===== src/rtl/rx_serial_8n1.sv =====
// ---------------------------------------------------------------------------
// rx_serial_8n1
// Asynchronous serial receiver, 8 data bits, no parity, 1 stop bit, LSB first.
// Feeds the game control unit's reception path: each correctly framed byte
// is presented on dado_recebido together with a one-cycle pronto_recepcao
// pulse. A low stop bit raises a one-cycle erro_quadro pulse instead and the
// byte is discarded.
//
// Parameters
//   CLKS_PER_BIT    clock cycles per bit period (even, >= 4)
// Ports
//   clock           system clock, rising edge
//   reset           asynchronous reset, active low
//   zera            synchronous clear: abort frame, clear dado_recebido
//   rx              serial line, idle high, asynchronous to clock
//   dado_recebido   last correctly framed byte
//   pronto_recepcao one-cycle pulse, dado_recebido just updated
//   erro_quadro     one-cycle pulse, stop bit sampled low
//   db_estado       current state code (1111 for an illegal code)
// ---------------------------------------------------------------------------
module rx_serial_8n1 #(
  parameter int CLKS_PER_BIT = 5208
) (
  input  logic       clock,
  input  logic       reset,
  input  logic       zera,
  input  logic       rx,
  output logic [7:0] dado_recebido,
  output logic       pronto_recepcao,
  output logic       erro_quadro,
  output logic [3:0] db_estado
);

  localparam int CW = $clog2(CLKS_PER_BIT);
  localparam logic [CW-1:0] CNT_FULL = CW'(CLKS_PER_BIT - 1);
  localparam logic [CW-1:0] CNT_HALF = CW'(CLKS_PER_BIT / 2 - 1);

  typedef enum logic [3:0] {
    OCIOSO      = 4'b0000,
    INICIO      = 4'b0001,
    DADOS       = 4'b0010,
    PARADA      = 4'b0011,
    ENTREGA     = 4'b0100,
    ESPERA_ALTO = 4'b0101
  } state_t;

  // Two-flop synchroniser; both flops reset to the idle line level so a
  // reset never looks like a start edge.
  logic sync1_q;
  logic rx_s_q;

  always_ff @(posedge clock or negedge reset) begin
    if (!reset) begin
      sync1_q <= 1'b1;
      rx_s_q  <= 1'b1;
    end else begin
      sync1_q <= rx;
      rx_s_q  <= sync1_q;
    end
  end

  state_t        state_q, state_d;
  logic [CW-1:0] cnt_q, cnt_d;
  logic [2:0]    idx_q, idx_d;
  logic [7:0]    shift_q, shift_d;
  logic [7:0]    dado_q, dado_d;
  logic          pronto_q, pronto_d;
  logic          erro_q, erro_d;

  always_ff @(posedge clock or negedge reset) begin
    if (!reset) begin
      state_q  <= OCIOSO;
      cnt_q    <= '0;
      idx_q    <= '0;
      shift_q  <= '0;
      dado_q   <= '0;
      pronto_q <= 1'b0;
      erro_q   <= 1'b0;
    end else begin
      state_q  <= state_d;
      cnt_q    <= cnt_d;
      idx_q    <= idx_d;
      shift_q  <= shift_d;
      dado_q   <= dado_d;
      pronto_q <= pronto_d;
      erro_q   <= erro_d;
    end
  end

  always_comb begin
    state_d  = state_q;
    cnt_d    = cnt_q + 1'b1;
    idx_d    = idx_q;
    shift_d  = shift_q;
    dado_d   = dado_q;
    pronto_d = 1'b0;
    erro_d   = 1'b0;

    case (state_q)
      OCIOSO: begin
        cnt_d = '0;
        if (!rx_s_q) state_d = INICIO;
      end
      INICIO: begin
        // Mid-start-bit check: a line that is high again was only a glitch.
        if (cnt_q == CNT_HALF) begin
          if (rx_s_q) begin
            state_d = OCIOSO;
          end else begin
            state_d = DADOS;
            idx_d   = '0;
          end
        end
      end
      DADOS: begin
        if (cnt_q == CNT_FULL) begin
          // Explicit wrap: CLKS_PER_BIT is generally not a power of two.
          cnt_d          = '0;
          shift_d[idx_q] = rx_s_q;
          idx_d          = idx_q + 3'd1;
          if (idx_q == 3'd7) state_d = PARADA;
        end
      end
      PARADA: begin
        if (cnt_q == CNT_FULL) begin
          if (rx_s_q) begin
            // The byte and its pulse are registered on the way into
            // ENTREGA so both are visible in the same (ENTREGA) cycle.
            state_d  = ENTREGA;
            dado_d   = shift_q;
            pronto_d = 1'b1;
          end else begin
            state_d = ESPERA_ALTO;
            erro_d  = 1'b1;
          end
        end
      end
      ENTREGA: begin
        state_d = OCIOSO;
      end
      ESPERA_ALTO: begin
        // A break or stuck-low line must go high before a new start edge
        // can be recognised.
        cnt_d = '0;
        if (rx_s_q) state_d = OCIOSO;
      end
      default: begin
        state_d = OCIOSO;
      end
    endcase

    if (state_d != state_q) cnt_d = '0;

    // Clear has priority over every event of the same cycle.
    if (zera) begin
      state_d  = OCIOSO;
      cnt_d    = '0;
      idx_d    = '0;
      dado_d   = '0;
      pronto_d = 1'b0;
      erro_d   = 1'b0;
    end
  end

  always_comb begin
    case (state_q)
      OCIOSO, INICIO, DADOS, PARADA, ENTREGA, ESPERA_ALTO: db_estado = state_q;
      default:                                             db_estado = 4'b1111;
    endcase
  end

  assign dado_recebido   = dado_q;
  assign pronto_recepcao = pronto_q;
  assign erro_quadro     = erro_q;

endmodule


===== config.mk =====
export PLATFORM = sky130hd
export DESIGN_NAME = rx_serial_8n1
export DESIGN_NICKNAME = d
export VERILOG_FILES = /design/src/rtl/rx_serial_8n1.sv
export SDC_FILE = /design/constraint.sdc
export NUM_CORES = 1
export LEC_CHECK = 0
export CORE_ASPECT_RATIO = 1.4
export CORE_UTILIZATION = 35
export CTS_CLUSTER_SIZE = 20
export DETAILED_ROUTE_END_ITERATION = 16
export SLEW_MARGIN = 20
export SYNTH_ARGS = -nofsm -noshare
export SYNTH_HDL_FRONTEND = slang
export SYNTH_SLANG_ARGS = --single-unit

===== constraint.sdc =====
create_clock -name clock -period 1.9 [get_ports clock]
set_input_delay 0.285 -clock clock [delete_from_list [all_inputs] [get_ports clock]]
set_output_delay 0.285 -clock clock [all_outputs]
set_load 0.01 [all_outputs]

Word-level counts from Yosys, hierarchy flattened
Index checks and enable logic that the tools add are counted.
- add/sub/neg operators: 2
- magnitude comparators: 2
- eq/ne operators: 12
- mux-type cells: 35
- reductions and logical operators: 11
- operator list (operator ; number):
    $mux 13 ; 3
    $mux 4 ; 8
    $mux 8 ; 4
    $pmux 13 s2 ; 1
    $pmux 4 s5 ; 1
    $add 13x1->13 const B ; 1
    $eq 13x12->1 const B ; 1
    $eq 13x13->1 const B ; 1
    $mux 3 ; 4
    $mux 1 ; 10
    $ne 3x3->1 const B ; 3
    $bwmux 8 ; 1
    $eq 4x2->1 const B ; 2
    $eq 4x3->1 const B ; 2
    $pmux 3 s2 ; 1
    $reduce_bool 2->1 ; 3
    $reduce_or 6->1 ; 1
    $eq 4x1->1 const B ; 1
    $logic_not 4->1 ; 1
    $lt 3x4->1 const B ; 1
    $ne 4x4->1 ; 1
    $reduce_and 4->1 ; 1
    $add 3x1->3 const B ; 1
    $demux 1 s3 ; 1
    8 further kinds ; 8
- register bits after elaboration: 40
- output and inout port bits: 14
- logic and storage cells: 71

Longest topological paths before layout
Gate-level depths: netlist (run 1).
- depth in word-level cells: 7
- mapped depth: 7
- depth with buffers taken out: 5

Worst setup path before layout (run 1)
OpenSTA, ideal clock, no wires.
- path type: register to register
- start point: register cnt_q[0]
- end point: register cnt_q[11]
- setup time: 0.101 ns
- data arrival time: 1.877 ns
- slack: -0.078 ns
- stages on the path, launching flop included: 8
- cell sequence: dfrtp_1 ha_1 and4b_1 buf_2 and4_2 or3_4 buf_2 nor4_1
- cells in the longest elaborated chain, start to end: 6
- ends and longest elaborated chain (what ; line ; text):
    from (decl) ; 63 ; logic [CW-1:0] cnt_q, cnt_d;
    from (signal assigned) ; 81 ; cnt_q <= cnt_d;
    branches (longest 4 deep; another with $add 13x1->13) ; n/a ;
    $mux 13 (*) ; 152 ; if (state_d != state_q) cnt_d = '0;
    $mux 13 (*) ; 155 ; if (zera) begin
    named net cnt_d[11] ; 63 ;
Mark *: on every way through the listed nets, which the timed path passes.
A chain may end at the register's enable or synchronous reset.

Worst setup path after layout (run 1)
- start point: register state_q[3]
- end point: register shift_q[4]
- cells in the longest elaborated chain, start to end: 2
- ends and longest elaborated chain (what ; line ; text):
    from (decl) ; 62 ; state_t state_q, state_d;
    from (signal assigned) ; 80 ; state_q <= state_d;
    $eq 4x2->1 ; 99 ; case (state_q)
    $reduce_and 2->1 (no source line) ; n/a ;
    to (signal assigned) ; 83 ; shift_q <= shift_d;
    to (decl) ; 65 ; logic [7:0] shift_q, shift_d;
Every way passes these cells.

==> results.json, run 1 <==
{
  "status": "finished, final reports clean",
  "hp-class": "primary input to async pin",
  "number_of_h_tree_levels": 2,
  "grt_setup_unrepaired": "true",
  "start_util_pct": 36.3,
  "power_per_cell_area_nw_per_um2": 609,
  "synth_compound_gate_area_share_pct": 9.68,
  "rows": 32,
  "netlist-cell-type-count": 46,
  "crit_path_capture_type": "flip-flop",
  "detailedRoute.firstPassIterationCount": 4,
  "synth_seq_area_share_pct": 50.1,
  "worst_skew_pair.late_latency_ps": 290,
  "multiInputGateArea_um2": 1060,
  "power.sequential.fraction_pct": 50.9,
  "async_set_or_reset_flop_fraction_in_the_synthesized_netlist_pct": 100,
  "post-synth-top-area-cell": "sky130_fd_sc_hd__dfrtp_1",
  "grt_first_pass_wirelength_mm": 7.96,
  "via_density_per_instance": 5.30,
  "grt_util_all_layers_pct": 17.2,
  "io_pins": 18,
  "gr-total-overflow": 0,
  "syn_nets": 190,
  "ir_worst_vdd_v": 0.000442,
  "detailedPlace.worstSlack_ps": -43.9,
  "initialDrtViolationCount": 30,
  "wl_per_cell_um": 15.8,
  "num_antenna_cells": 0,
  "critPathMaxFanout": 3,
  "ff2ff_path_depth": 6,
  "reg2reg_from": "state_q[3]",
  "gpl.final_weighted_congestion": 0.803,
  "synth_warnings": 0,
  "cts_sinks": 40,
  "vias": 1632,
  "floorplan.core_area_um2": 5530,
  "setup_total_negative_slack_ps": 0,
  "yosys.area_share.xor_xnor_pct": 5.24,
  "timing.critical_path.cells": "buf_6 -> nor4b_4 -> buf_4 -> nand4_4 -> or4_4 -> mux2_4",
  "timing.critical_path.slowest_cell_delay_ps": 430,
  "report.final.hold_viol_count": 0,
  "cp.required_ps": 2080,
  "synth_fa_ha_area_share_pct": 1.87,
  "tritoncts.num_buffers": 5,
  "fin_skew_ps": 7.41,
  "internal_power_uw": 1320,
  "syn_avg_cell_area_um2": 11.0,
  "synthMuxAreaShare_pct": 4.49,
  "timing.critical_path.slowest_stage_cell": "sky130_fd_sc_hd__or4_4",
  "synth_largest_type_area_fraction_pct": 47.4,
  "final_period_minus_worst_setup_slack_ps": 1880,
  "maximum_number_of_pins_on_one_net_before_global_route_repair": 41,
  "final_antenna_net_count": 0,
  "clk_transition_reported_paths_ps": 80,
  "r2r_end": "shift_q[4]",
  "die_ar_um2": 6040,
  "port_buffers": 17,
  "switching_share_pct": 21.8,
  "post_synth_and_or_nand_nor_area_fraction_pct": 25.2,
  "synth_seq_cells": 40,
  "fillCellCount": 522,
  "setup_ws_ps": 17.9,
  "die_width_um": 66.0,
  "synth_edf_count": 0,
  "remaining_drc_errors": 0,
  "first_global_vias": 1704,
  "final_stage_net_count": 246,
  "maxSlewViolCount": 0,
  "top_cells_by_area_in_the_synthesized_netlist": "sky130_fd_sc_hd__dfrtp_1 (47%), sky130_fd_sc_hd__nor4_1 (4.1%), sky130_fd_sc_hd__mux2_2 (3.9%), sky130_fd_sc_hd__xnor2_1 (3.9%), sky130_fd_sc_hd__a22o_1 (3.5%)",
  "timing.critical_path.from_type": "flip-flop",
  "routed_wl_mm": 4.87,
  "cts_tree": "yes",
  "flow.area_growth_from_synthesis_pct": 38.8,
  "post_synth_instance_area_um2": 2000,
  "arrival_ps": 2070,
  "final_layout_size_suffix_gt1_share_pct": 35.8,
  "number_of_antenna_violations_at_the_first_check_in_global_routing": 0,
  "power.share.clock_pct": 43.7,
  "finalSetupViolations": 0,
  "pwr-share-comb_pct": 5.4,
  "max_freq_mhz": 531,
  "timing.final.crit_share_pct": 99.1,
  "root_buffer": "sky130_fd_sc_hd__clkbuf_8",
  "total_power_uw": 1690,
  "synthFlopType": "sky130_fd_sc_hd__dfrtp_1",
  "r2r_slack_ps": 20,
  "p_leak_uw": 0.00119,
  "critPathKind": "flip-flop to flip-flop",
  "p_sw_uw": 369,
  "post_synth_inst_count": 183,
  "footprint_of_the_flip_flops_and_latches_um2": 1000,
  "chipHeight_um": 91.5,
  "clock_path_buffers": 2,
  "dominant_combinational_cell_family_by_area_after_synthesis": "simple AND/OR/NAND/NOR gates",
  "finalHoldWorstSlack_ps": 33.2,
  "dp_hpwl_mm": 3.39,
  "cap_violations": 0
}
[flip-flops by register name, indices dropped and copies added, names as in the netlist]
register	count
cnt_q	13
rx_s_q	1
state_q	4
dado_recebido	8
idx_q	3
pronto_recepcao	1
erro_quadro	1
shift_q	8
sync1_q	1
[power groups by stage]
stage | registers (uW) | clock network (uW) | logic (uW)
final | 862 | 740 | 91.1
after floorplan | 877 | 0 | 35.2
after CTS | 861 | 759 | 90.9
after detailed placement | 879 | 0 | 89.6
after global routing | 863 | 780 | 103
after global placement | 878 | 0 | 89.5
[how the worst max path moves through the flow]
stage                from          to  slack (ps)  depth (start not counted)
2_1_floorplan    cnt_q[1]   cnt_q[11]           6                          7
3_3_place_gp     cnt_q[5]  shift_q[0]         -30                          6
3_5_place_dp     cnt_q[5]  shift_q[4]         -40                          5
4_1_cts        state_q[3]  shift_q[4]           1                          6
5_1_grt          cnt_q[8]    cnt_q[5]         -80                          7
6_report       state_q[3]  shift_q[4]          20                          6
[cell type report]
| cell class | count | share of cell area (%) |
|---|---|---|
| repair buffers | 56 | 17.3 |
| well taps | 68 | 3.06 |
| inverters | 9 | 1.21 |
| clock inverters | 2 | 1.39 |
| clock buffers | 6 | 2.97 |
| multi-input cells | 127 | 38.0 |
| flip-flops and latches | 40 | 36.1 |
[critical path, delay by kind of cell (launching register included)]
kind	cells	cell delay (ps)
buffers and inverters	2	310
and+or+nand+nor	3	770
muxes	1	300
DFF	1	390
[cell families after synthesis]
group           count (synthesis)
mux                             8
other cells                     1
buf+inv                        17
xor+xnor                       12
flops                          40
simple gates                   77
compound gates                 25
fa+ha+maj                       3
[stage by stage]
stage	cell area, um2	util (%)	cells
after floorplan	2010	-	183
after global placement	2500	45.2	295
after detailed placement	2500	45.2	295
after CTS	2660	48.1	306
after global routing	2780	50.3	308
final	2780	50.3	308
[routing by layer]
metal	part of all wire, %	global-route usage (%)
met2	54	30.9
met5	0	0
met4	2.2	6.56
met1	42	20.1
met3	2.1	2.26
[cells in the mapped netlist, drive strengths merged (5+ instances only)]
cell    count
clkbuf      5
nor2        6
mux2        8
nor4       13
nor3       13
nor4b       5
inv         9
a21oi       6
nand4       7
nand3       7
xnor2       9
dfrtp      38
nand2      10
a22o        8
[timing repair]
item / in CTS / in global routing
buffers inserted: 3 / 1
hold buffers: 0 / 0
gates cloned: 0 / 1
resized for setup: 8 / 22
pin swaps: 1 / 5
endpoints found under the setup margin: 9 / 30
[layout by cell type, fill, tap and decap left out, types with 3 or more instances in the layout]
master | netlist | layout
sky130_fd_sc_hd__a21oi_1 | 6 | 6
sky130_fd_sc_hd__a22o_1 | 8 | 8
sky130_fd_sc_hd__and4bb_2 | 3 | 3
sky130_fd_sc_hd__buf_4 | 0 | 35
sky130_fd_sc_hd__buf_6 | 0 | 3
sky130_fd_sc_hd__clkbuf_8 | 0 | 6
sky130_fd_sc_hd__clkdlybuf4s50_1 | 0 | 13
sky130_fd_sc_hd__dfrtp_1 | 38 | 38
sky130_fd_sc_hd__inv_1 | 9 | 9
sky130_fd_sc_hd__mux2_2 | 7 | 5
sky130_fd_sc_hd__mux2_4 | 0 | 3
sky130_fd_sc_hd__nand2_1 | 10 | 10
sky130_fd_sc_hd__nand3_1 | 7 | 7
sky130_fd_sc_hd__nand4_1 | 6 | 6
sky130_fd_sc_hd__nor2_1 | 5 | 4
sky130_fd_sc_hd__nor3_1 | 13 | 10
sky130_fd_sc_hd__nor4_1 | 13 | 7
sky130_fd_sc_hd__nor4_2 | 0 | 4
sky130_fd_sc_hd__o311ai_0 | 3 | 3
sky130_fd_sc_hd__xnor2_1 | 9 | 9
sky130_fd_sc_hd__xor2_1 | 3 | 3
Power figures use the tool's default switching activity.
==> inputs of run 2 (changes only) <==
- CORE_UTILIZATION: 35 -> 51
- PLACE_DENSITY: default -> 0.75
==> run 2 against run 1 <==
  * Non-clock buffer count shrank 12
  * Setup slack gained 2.8 ps
  * Total power shrank 12%
  * Flip-flop and latch count is the same
  * Hold slack gained 6.7 ps
  * Critical endpoint is now cnt_q[3]
  * First-iteration DRC count grew 47%
  * Via count is essentially flat
  * Clock power shrank 27%
  * Clock skew shrank 2.5 ps
  * Core utilization grew 19 points
  * Critical path depth shrank 1
  * Largest power group unchanged
  * Combinational power shrank 12%
==> results.json, run 2 (synthesis results as in run 1) <==
{
  "dp_hpwl_mm": 3.20,
  "io_pins": 18,
  "critPathKind": "flip-flop to flip-flop",
  "number_of_h_tree_levels": 2,
  "finalSetupViolations": 0,
  "power_per_cell_area_nw_per_um2": 580,
  "setup_total_negative_slack_ps": 0,
  "cp-startpoint": "cnt_q[1]",
  "maximum_number_of_pins_on_one_net_before_global_route_repair": 41,
  "cap_violations": 0,
  "timing.critical_path.from_type": "flip-flop",
  "status": "finished, final reports clean",
  "wl_per_cell_um": 17.3,
  "setup_ws_ps": 20.6,
  "largest_register_ff_count": 13,
  "grt_setup_unrepaired": "true",
  "fin_skew_ps": 4.92,
  "cts_sinks": 40,
  "fillCellCount": 284,
  "max_freq_mhz": 532,
  "timing.critical_path.cells": "ha_2 -> and4b_2 -> and4_2 -> or3_4 -> nor4_2",
  "start_util_pct": 54.0,
  "ff2ff_path_depth": 5,
  "tritoncts.num_buffers": 5,
  "initialDrtViolationCount": 44,
  "p_leak_uw": 0.00108,
  "die_ar_um2": 4190,
  "flow.area_growth_from_synthesis_pct": 27.8,
  "clk_transition_reported_paths_ps": 70,
  "crit_path_capture_type": "flip-flop",
  "port_buffers": 17,
  "r2r_slack_ps": 20,
  "clock_path_buffers": 2,
  "multiInputGateArea_um2": 1020,
  "detailedPlace.worstSlack_ps": -0.389,
  "chipHeight_um": 76.2,
  "num_antenna_cells": 0,
  "gpl.final_weighted_congestion": 0.915,
  "final_layout_size_suffix_gt1_share_pct": 32.6,
  "cp_num_buf_inv": 0,
  "cp.required_ps": 2090,
  "cell_family_with_the_largest_share_of_critical_path_delay": "simple AND/OR/NAND/NOR gates",
  "cts_tree": "yes",
  "report.final.hold_viol_count": 0,
  "remaining_drc_errors": 0,
  "maxSlewViolCount": 0,
  "top_register": "cnt_q",
  "timing.critical_path.depth": 5,
  "first_global_vias": 1652,
  "gr-total-overflow": 0,
  "via_density_per_instance": 6.06,
  "timing.final.crit_share_pct": 98.9,
  "final_antenna_net_count": 0,
  "finish.utilization_pct": 69.1,
  "ir_worst_vdd_v": 0.000594,
  "critPathMaxFanout": 13,
  "layout.cells.non_filler": 269,
  "vias": 1631,
  "timing.critical_path.slowest_cell_delay_ps": 430,
  "detailedRoute.firstPassIterationCount": 4,
  "reg2reg_from": "cnt_q[1]",
  "die_width_um": 55.0,
  "arrival_ps": 2070,
  "final_stage_net_count": 233,
  "hp-class": "primary input to async pin",
  "number_of_antenna_violations_at_the_first_check_in_global_routing": 0,
  "grt_util_all_layers_pct": 25.2,
  "footprint_of_the_flip_flops_and_latches_um2": 1010,
  "routed_wl_mm": 4.66,
  "final_cell_mix": "sky130_fd_sc_hd__dfrtp_1 (36), sky130_fd_sc_hd__buf_4 (26), sky130_fd_sc_hd__clkdlybuf4s50_1 (12)",
  "grt_first_pass_wirelength_mm": 7.65,
  "total_power_uw": 1490,
  "rows": 26,
  "layout.cells.most_common": "sky130_fd_sc_hd__dfrtp_1",
  "final_period_minus_worst_setup_slack_ps": 1880,
  "total_placed_cells_including_tap_cells": 257,
  "timing.critical_path.slowest_stage_cell": "sky130_fd_sc_hd__or3_4",
  "root_buffer": "sky130_fd_sc_hd__clkbuf_8",
  "worst_skew_pair.late_latency_ps": 290,
  "floorplan.core_area_um2": 3710
}
-- run 2: where the power goes --
part / total [uW] / leakage, uW / internal, uW / switching [uW]
Sequential: 865 / 0.000546 / 858 / 7.88
Clock: 541 / 0.0000412 / 256 / 285
Combinational: 80.2 / 0.000490 / 30.5 / 49.7
Total: 1490 / 0.00108 / 1140 / 342
-- run 2: worst paths after layout --
check	end
min	cnt_q[10]
max in group asynchronous	state_q[2]
min in group clock	rx_s_q
max	cnt_q[3]
max reg2reg	cnt_q[3]
min reg2reg	rx_s_q
-- run 2: final cells by class --
cell class	instances	area share [%]
multi-input cells	126	39.7
flip-flops and latches	40	39.3
repair buffers	44	14.3
clock buffers	6	2.83
well taps	42	2.05
inverters	9	1.32
clock inverters	2	0.488
-- run 2: stage by stage --
stage	hold WS (ps)	instance area (um2)
floorplan	-10.6	2010
detailed placement	356	2360
global placement	349	2360
global route	94.1	2560
finish	39.8	2560
CTS	52.9	2480
-- run 2: timing repair --
| item | 4_1_cts | 5_1_grt |
|---|---|---|
| gates cloned | 0 | 0 |
| gates resized for setup | 11 | 16 |
| setup buffers | 2 | 2 |
| hold buffers | 0 | 0 |
| setup endpoints to repair | 9 | 16 |
| pin swaps | 0 | 1 |
-- run 2: worst reg2reg max path: stages (launching register included) --
cell and delay [ps]:
sky130_fd_sc_hd__dfrtp_1 390, sky130_fd_sc_hd__ha_2 190, sky130_fd_sc_hd__and4b_2 270, sky130_fd_sc_hd__and4_2 230, sky130_fd_sc_hd__or3_4 430, sky130_fd_sc_hd__nor4_2 270
-- run 2: per-layer routing --
| layer | global-route usage (%) | up-vias | part of all wire [%] |
|---|---|---|---|
| met1 | 30.9 | 816 | 40 |
| met3 | 5.19 | 7 | 2.9 |
| li1 | - | 770 | - |
| met5 | 0 | - | 0 |
| met2 | 40.6 | 38 | 55 |
| met4 | 11.5 | 0 | 1.8 |
==> inputs of run 3 (changes only) <==
- CAP_MARGIN: default -> 10
- PLACE_DENSITY: 0.75 -> 0.78
==> run 3 against run 2 <==
  * Sequential power is essentially flat
  * Register-to-register slack improved by 30 ps
  * Setup slack better by 28 ps
  * Wire length is 5.6% higher
  * Clock skew is 2.6 ps higher
  * Fmax up 1.5%
  * Highest routed layer unchanged
  * Total power up 1.8%
  * First-iteration DRC count is 25% higher
  * Clock power rose by 4.8%
  * Via count is 2.5% higher
==> results.json, run 3 (synthesis results as in run 1) <==
{
  "grt_setup_unrepaired": "true",
  "post_dp_cell_area_um2": 2380,
  "total_placed_cells_including_tap_cells": 259,
  "finalHoldWorstSlack_ps": 30.2,
  "cp.required_ps": 2060,
  "cap_violations": 0,
  "gpl.final_weighted_congestion": 0.853,
  "max_freq_mhz": 540,
  "multiInputGateArea_um2": 1080,
  "p_leak_uw": 0.00109,
  "die_ar_um2": 4190,
  "layout.cells.non_filler": 268,
  "clk_transition_reported_paths_ps": 80,
  "final_stage_net_count": 232,
  "chipHeight_um": 76.2,
  "first_global_vias": 1778,
  "total_power_uw": 1510,
  "final_period_minus_worst_setup_slack_ps": 1850,
  "detailedRoute.firstPassIterationCount": 4,
  "initialDrtViolationCount": 55,
  "rows": 26,
  "maxSlewViolCount": 0,
  "floorplan.core_area_um2": 3710,
  "num_antenna_cells": 0,
  "final_cell_mix": "sky130_fd_sc_hd__dfrtp_1 (35), sky130_fd_sc_hd__buf_4 (26), sky130_fd_sc_hd__clkdlybuf4s50_1 (12)",
  "post-route-cell-area_um2": 2620,
  "largest_register_ff_count": 13,
  "cts_tree": "yes",
  "power_per_cell_area_nw_per_um2": 579,
  "status": "finished, final reports clean",
  "grt_util_all_layers_pct": 26.9,
  "maximum_number_of_pins_on_one_net_before_global_route_repair": 41,
  "die_width_um": 55.0,
  "layout.cells.most_common": "sky130_fd_sc_hd__dfrtp_1",
  "final_layout_size_suffix_gt1_share_pct": 33.6,
  "worst_skew_pair.late_latency_ps": 290,
  "io_pins": 18,
  "port_buffers": 17,
  "fillCellCount": 256,
  "ir_worst_vdd_v": 0.000605,
  "crit_path_capture_type": "flip-flop",
  "number_of_h_tree_levels": 2,
  "final_antenna_net_count": 0,
  "footprint_of_the_flip_flops_and_latches_um2": 1010,
  "setup_ws_ps": 48.4,
  "timing.critical_path.from_type": "flip-flop",
  "fin_skew_ps": 7.51,
  "tritoncts.num_buffers": 5,
  "critPathMaxFanout": 5,
  "hp-class": "primary input to async pin",
  "via_density_per_instance": 6.24,
  "grt_first_pass_wirelength_mm": 8.05,
  "dp_hpwl_mm": 3.47,
  "flow.area_growth_from_synthesis_pct": 30.5,
  "cts_sinks": 40,
  "clock_path_buffers": 2,
  "critPathKind": "flip-flop to flip-flop",
  "start_util_pct": 54.0,
  "hold_buf_cts": 0,
  "arrival_ps": 2010,
  "gr-total-overflow": 0,
  "top_register": "cnt_q",
  "remaining_drc_errors": 0,
  "routed_wl_mm": 4.92,
  "root_buffer": "sky130_fd_sc_hd__clkbuf_8",
  "vias": 1672,
  "number_of_antenna_violations_at_the_first_check_in_global_routing": 0,
  "wl_per_cell_um": 18.4,
  "finalSetupViolations": 0,
  "report.final.hold_viol_count": 0,
  "timing.final.crit_share_pct": 97.5,
  "detailedPlace.worstSlack_ps": -80.5
}
==> run 3: cell types whose count changed in the layout (fill, tap and decap cells not counted), sizes merged <==
cell / delta
buf: -1
clkbuf: -1
dlygate4sd2: +1
dlymetal6s2s: -1
inv: +1
==> run 3: report_power, final <==
group | switching (uW) | total (uW) | internal, uW
Sequential | 9.19 | 867 | 857
Combinational | 50.4 | 80.6 | 30.2
Clock | 306 | 567 | 260
==> run 3: stage by stage <==
stage | setup TNS (ps) | util [%]
floorplan | 0 | -
global placement | 0 | 64.2
detailed placement | -299 | 64.2
CTS | -0.113 | 67.8
global route | -40.4 | 70.5
finish | 0 | 70.5
==> run 3: path summary, 6_finish.rpt <==
check / from / end / slack (ps) / cells past startpoint
worst max-delay path: cnt_q[1] / idx_q[1] / 50 / 7
worst min-delay path: reset / cnt_q[12] / 30 / 2
worst max register to register: cnt_q[1] / idx_q[1] / 50 / 7
worst min register to register: sync1_q / rx_s_q / 360 / 0
max in group asynchronous: reset / state_q[3] / 1490 / 2
min in group clock: sync1_q / rx_s_q / 360 / 0
==> run 3: critical path, stage by stage, from the launching register on <==
cell and delay (ps):
sky130_fd_sc_hd__dfrtp_1 370, sky130_fd_sc_hd__ha_2 180, sky130_fd_sc_hd__buf_4 130, sky130_fd_sc_hd__and4bb_2 240, sky130_fd_sc_hd__nand3_1 120, sky130_fd_sc_hd__buf_4 190, sky130_fd_sc_hd__o311ai_0 360, sky130_fd_sc_hd__a21oi_1 130
==> run 3: per-layer routing <==
| metal | vias up | wire length (um) | global-route usage [%] |
|---|---|---|---|
| li1 | 775 | - | - |
| met1 | 824 | 1860 | 28.6 |
| met2 | 57 | 2690 | 46.9 |
| met3 | 16 | 198 | 5.99 |
| met4 | 0 | 178 | 13.0 |
| met5 | - | 0 | 0 |
==> run 3: repair_timing <==
item                                   in CTS  in global routing
resized for setup                          14                 21
setup endpoints to repair                  14                 19
setup buffers                               0                  1
endpoints found under the hold margin       0                  0
pin swaps                                   0                  3
==> run 3: cell type report <==
cell class,instances,share of cell area [%]
clock inverters,3,0.813
multi-input cells,126,41.3
flip-flops and latches,40,38.5
repair buffers,43,13.4
inverters,9,1.29
well taps,42,2.01
clock buffers,5,2.63
